--- src/rtl/ifetch_ctrl_pkg.sv ---
// Shared definitions for the instruction fetch controller: control states and PC step.
package ifetch_ctrl_pkg;

    typedef enum logic [1:0] {
        IDLE = 2'd0,
        RUN  = 2'd1,
        ERR  = 2'd2
    } state_t;

    // Byte distance between consecutive 32-bit instruction words.
    localparam int PC_INC = 4;

endpackage

--- src/rtl/ifetch_ctrl.sv ---
// Instruction fetch controller: drives a combinational ROM from pc_q and presents one
// instruction per cycle through a valid/ready output register, with redirect and misalignment trap.
module ifetch_ctrl
    import ifetch_ctrl_pkg::*;
#(
    parameter int N        = 32,
    parameter int ADDR_W   = 6,
    parameter int PC_W     = ADDR_W + 2,
    parameter int RESET_PC = 0
) (
    input  logic              clk,
    input  logic              rst_n,
    input  logic              start_i,
    output logic [ADDR_W-1:0] imem_addr_o,
    input  logic [N-1:0]      imem_q_i,
    output logic [N-1:0]      inst_o,
    output logic [PC_W-1:0]   pc_o,
    output logic              valid_o,
    input  logic              ready_i,
    input  logic              redirect_i,
    input  logic [PC_W-1:0]   redirect_pc_i,
    output logic              err_o
);

    state_t            state_reg;
    state_t            state_next;
    logic [PC_W-1:0]   pc_q;
    logic [N-1:0]      inst_reg;
    logic [PC_W-1:0]   pc_out_reg;
    logic              valid_reg;

    logic              in_run;
    logic              misaligned;
    logic              load;

    assign in_run     = (state_reg == RUN);
    assign misaligned = (redirect_pc_i[1:0] != 2'b00);
    // Redirect wins over a load in the same cycle; the output register refills whenever
    // it is empty or its current contents are being taken downstream.
    assign load       = in_run && !redirect_i && (!valid_reg || ready_i);

    // State register
    always_ff @(posedge clk or negedge rst_n) begin
        if (!rst_n) begin
            state_reg <= IDLE;
        end else begin
            state_reg <= state_next;
        end
    end

    // Next-state logic
    always_comb begin
        state_next = state_reg;
        case (state_reg)
            IDLE:    if (start_i) state_next = RUN;
            RUN:     if (redirect_i && misaligned) state_next = ERR;
            ERR:     state_next = ERR;
            default: state_next = IDLE;
        endcase
    end

    // Outputs derived from state
    always_comb begin
        err_o   = (state_reg == ERR);
        valid_o = in_run && valid_reg;
    end

    // Fetch PC and output register
    always_ff @(posedge clk or negedge rst_n) begin
        if (!rst_n) begin
            pc_q       <= PC_W'(RESET_PC);
            inst_reg   <= '0;
            pc_out_reg <= '0;
            valid_reg  <= 1'b0;
        end else if (in_run) begin
            if (redirect_i) begin
                // Held instruction is dropped; a misaligned target leaves pc_q alone since we trap.
                valid_reg <= 1'b0;
                if (!misaligned) begin
                    pc_q <= redirect_pc_i;
                end
            end else if (load) begin
                inst_reg   <= imem_q_i;
                pc_out_reg <= pc_q;
                valid_reg  <= 1'b1;
                pc_q       <= pc_q + PC_W'(PC_INC);
            end
        end
    end

    assign imem_addr_o = pc_q[PC_W-1:2];
    assign inst_o      = inst_reg;
    assign pc_o        = pc_out_reg;

endmodule

--- config.mk ---
export PLATFORM = sky130hd
export DESIGN_NAME = ifetch_ctrl
export DESIGN_NICKNAME = d
export VERILOG_FILES = /design/src/rtl/ifetch_ctrl_pkg.sv /design/src/rtl/ifetch_ctrl.sv
export SDC_FILE = /design/constraint.sdc
export NUM_CORES = 1
export LEC_CHECK = 0
export ABC_AREA = 0
export ABC_CLOCK_PERIOD_IN_PS = 1600
export BUFFER_PORTS_ARGS = -buffer_cell sky130_fd_sc_hd__buf_2
export CAP_MARGIN = 40
export CORE_UTILIZATION = 40
export CTS_BUF_LIST = sky130_fd_sc_hd__clkbuf_8
export DETAILED_ROUTE_END_ITERATION = 6
export HOLD_SLACK_MARGIN = 0.02
export PLACE_DENSITY_LB_ADDON = 0.3
export SYNTH_ARGS = -nofsm -noshare
export SYNTH_HDL_FRONTEND = slang
export SYNTH_SLANG_ARGS = --single-unit
--- constraint.sdc ---
create_clock -name clk -period 1.6 [get_ports clk]
set_input_delay 0.32 -clock clk [delete_from_list [all_inputs] [get_ports clk]]
set_output_delay 0.32 -clock clk [all_outputs]
set_load 0.005 [all_outputs]
==> impl_metrics.csv <==
group,metric,value,unit
outcome,status,"finished, final reports clean",
global_routing,grt_overflow,0,
final_layout,fillCellCount,452,
clocking,htreeDepth,2,
detailed_routing,antenna_left,0,
global_routing,grt_antenna_before_repair,0,
logic_synthesis,syn-num-nets,207,
clocking,root_buffer,"clkbuf_8",
logic_synthesis,yosys_warnings,0,
logic_synthesis,synthTopCellsByArea,"dfrtp_1 (59%), mux2_2 (21%), buf_4 (2.4%)",
logic_synthesis,ys_seq_area_share,59.3,%
worst_setup_path,cp_slowest_cell,"dfrtp_1",
floorplan,die-area,5680,um2
clocking,clk_path_buf_depth,2,
timing,period_minus_slack,1.58,ns
detailed_routing,routedWlPerCell,13.5,um
detailed_routing,drt-initial-drc-count,29,
worst_setup_path,path_delay_family,"flip-flops",
power_and_ir_drop,leakage,1.55,nW
clocking,cts_buffers,5,
floorplan,fp-row-count,26,
worst_setup_path,cp.required,1.28,ns
detailed_routing,vias,1551,
timing,drv_slew,0,
logic_synthesis,synth-main-ff-cell,"dfrtp_1",
detailed_routing,drc_errors,0,
timing,final.period_utilization,98.4,%
worst_setup_path,path_class,"flip-flop to primary output",
worst_setup_path,crit_fanout,4,
power_and_ir_drop,power,0.00523,W
logic_synthesis,syn_area,2150,um2
final_layout,fin_nets,311,
power_and_ir_drop,power.density,1700,nW/um2
global_routing,track_usage,15.5,%
logic_synthesis,synth-edff-count,0,
logic_synthesis,synth_top_area_share,59.3,%
timing,hold_viol,0,
placed_design,dp_hpwl,2.97,mm
placed_design,place_inst,318,
power_and_ir_drop,peakVddDrop,873,uV
timing,slew_headroom,77.3,%
global_routing,grt_max_degree,52,
detailed_routing,finalWirelength,4.50,mm
worst_setup_path,start_kind,"flip-flop",
clocking,clk_pin_slew,0.09,ns
logic_synthesis,synth_cell_types,26,
worst_setup_path,worstPathCellList,"ha_4 > buf_6 > and2_4 > buf_6",
detailed_routing,vias_per_cell,4.66,
timing,worstMarginPinSlew,0.340,ns
logic_synthesis,post_synth_inst_count,158,
logic_synthesis,synth_area_per_cell,13.6,um2
worst_setup_path,critPathMaxStageDelay,0.42,ns
logic_synthesis,yosysTopAreaCell,"dfrtp_1",
final_layout,fin_util,59.9,%
timing,setup_viol,0,
floorplan,start_util,41.9,%
timing,rsz0062_at_grt,"yes",
global_routing,grt_pass1_wl,6.52,mm
clocking,cts_tree,"built",
worst_setup_path,end_kind,"primary output",
worst_setup_path,path_common_cell,"buf_6",
worst_setup_path,critPathBufInv,2,
detailed_routing,drt_pass1_iterations,4,
logic_synthesis,ys_ff_latch,51,
final_layout,largest_reg_flops,32,
global_routing,grt_pass1_vias,1459,
timing,fin_skew,0.00537,ns
floorplan,io_pins,93,
clocking,cts.sinks,51,
min_path,hold_class,"primary input to flip-flop",
floorplan,fp.coreArea,5140,um2
run,max-cap-violations,0,
placed_design,gp_congestion,0.818,
final_layout,area_growth,43.1,%
placed_design,io_buffers,92,
final_layout,drive_gt1_share,62.7,%
logic_synthesis,async_flop_share,100,%
final_layout,final_cells,333,
floorplan,fp.dieH,75.4,um
floorplan,die_width,75.4,um
timing,clock.fmax,635,MHz
worst_setup_path,worstPathArrival,1.26,ns
final_layout,antennaDiodeCount,0,
clocking,clk_latency,0.30,ns
==> cells in the mapped netlist (4+ instances only) <==
| library cell | n |
|---|---|
| nand2_1 | 4 |
| inv_1 | 5 |
| nor2_1 | 5 |
| ha_1 | 4 |
| a21oi_1 | 5 |
| mux2_2 | 41 |
| dfrtp_1 | 51 |
| buf_2 | 5 |
| o21ai_0 | 8 |
| buf_4 | 7 |
==> per-stage QoR <==
step                TNS (ns)  hold slack [ns]  worst slack (ns)  instance area [um2]
floorplan                  0           0.0244            0.0487                 2160
global placement           0            0.334            0.0347                 2760
detailed placement    -0.220            0.332           -0.0245                 2760
CTS                        0            0.231          0.000305                 2970
global route          -0.184            0.229           -0.0262                 3080
finish                     0            0.243            0.0249                 3080
==> final cells by class <==
| class | instances | area [um2] | share of cell area, % |
|---|---|---|---|
| Clock buffer | 6 | 82.6 | 2.68 |
| Multi-Input combinational cell | 89 | 861 | 28.0 |
| Timing Repair Buffer | 110 | 718 | 23.3 |
| Tap cell | 70 | 87.6 | 2.84 |
| Sequential cell | 51 | 1280 | 41.4 |
| Clock inverter | 2 | 35.0 | 1.14 |
| Inverter | 5 | 18.8 | 0.610 |
==> power breakdown <==
| part | total [W] | internal (W) | switching (W) |
|---|---|---|---|
| registers | 0.00219 | 0.00187 | 0.000325 |
| logic | 0.00210 | 0.00132 | 0.000782 |
| clock network | 0.000930 | 0.000506 | 0.000423 |
| total | 0.00523 | 0.00370 | 0.00153 |
==> placed cells by master, fill, tap and decap left out, drive strengths merged, types with 4 or more instances in the layout <==
| master | n |
|---|---|
| o21ai | 8 |
| mux2 | 41 |
| clkbuf | 8 |
| nand2 | 4 |
| ha | 4 |
| nor2 | 5 |
| a21oi | 5 |
| buf | 106 |
| dfrtp | 51 |
| inv | 5 |
==> worst reg2reg max path: cells and delay by family, from the launching register on <==
family | cells | cell delay [ns]
DFF | 1 | 0.40
and+or+nand+nor | 2 | 0.21
muxes | 1 | 0.33
buffers and inverters | 2 | 0.38
adders and majority gates | 1 | 0.16
==> repair_timing <==
| action | CTS | global route |
|---|---|---|
| endpoints found under the hold margin | 51 | 0 |
| endpoints found under the setup margin | 30 | 45 |
| buffers inserted | 2 | 1 |
| gates resized for setup | 6 | 17 |
| gates cloned | 1 | 2 |
| pin swaps | 3 | 3 |
| hold buffers | 1 | 0 |
==> metal layers <==
layer | GRT usage, % | share of wire [%]
met1 | 19.6 | 44
met2 | 25.7 | 49
met3 | 3.70 | 5.7
met4 | 6.17 | 1.2
met5 | 0 | 0
==> cell families (layout without fill, tap and decap cells) <==
kind of cell	after synthesis	count (layout)	share of synthesized area, %
flops	51	51	59.3
simple gates	24	24	6.51
fa+ha+maj	4	4	2.33
compound gates	19	19	5.29
mux	42	42	21.9
buf+inv	18	123	4.65
==> path summary, 6_finish.rpt <==
kind,startpoint,to,slack (ns),cells after the start
max,state_reg[0],valid_o,0.02,4
min,imem_q_i[10],inst_o[10],0.24,2
max reg2reg,state_reg[1],inst_o[8],0.02,6
min reg2reg,pc_q[1],pc_q[1],0.49,1
max in group asynchronous,rst_n,pc_q[5],0.84,3
min in group asynchronous,rst_n,state_reg[0],0.53,3
Note: power is estimated with default switching activity, not from simulation.
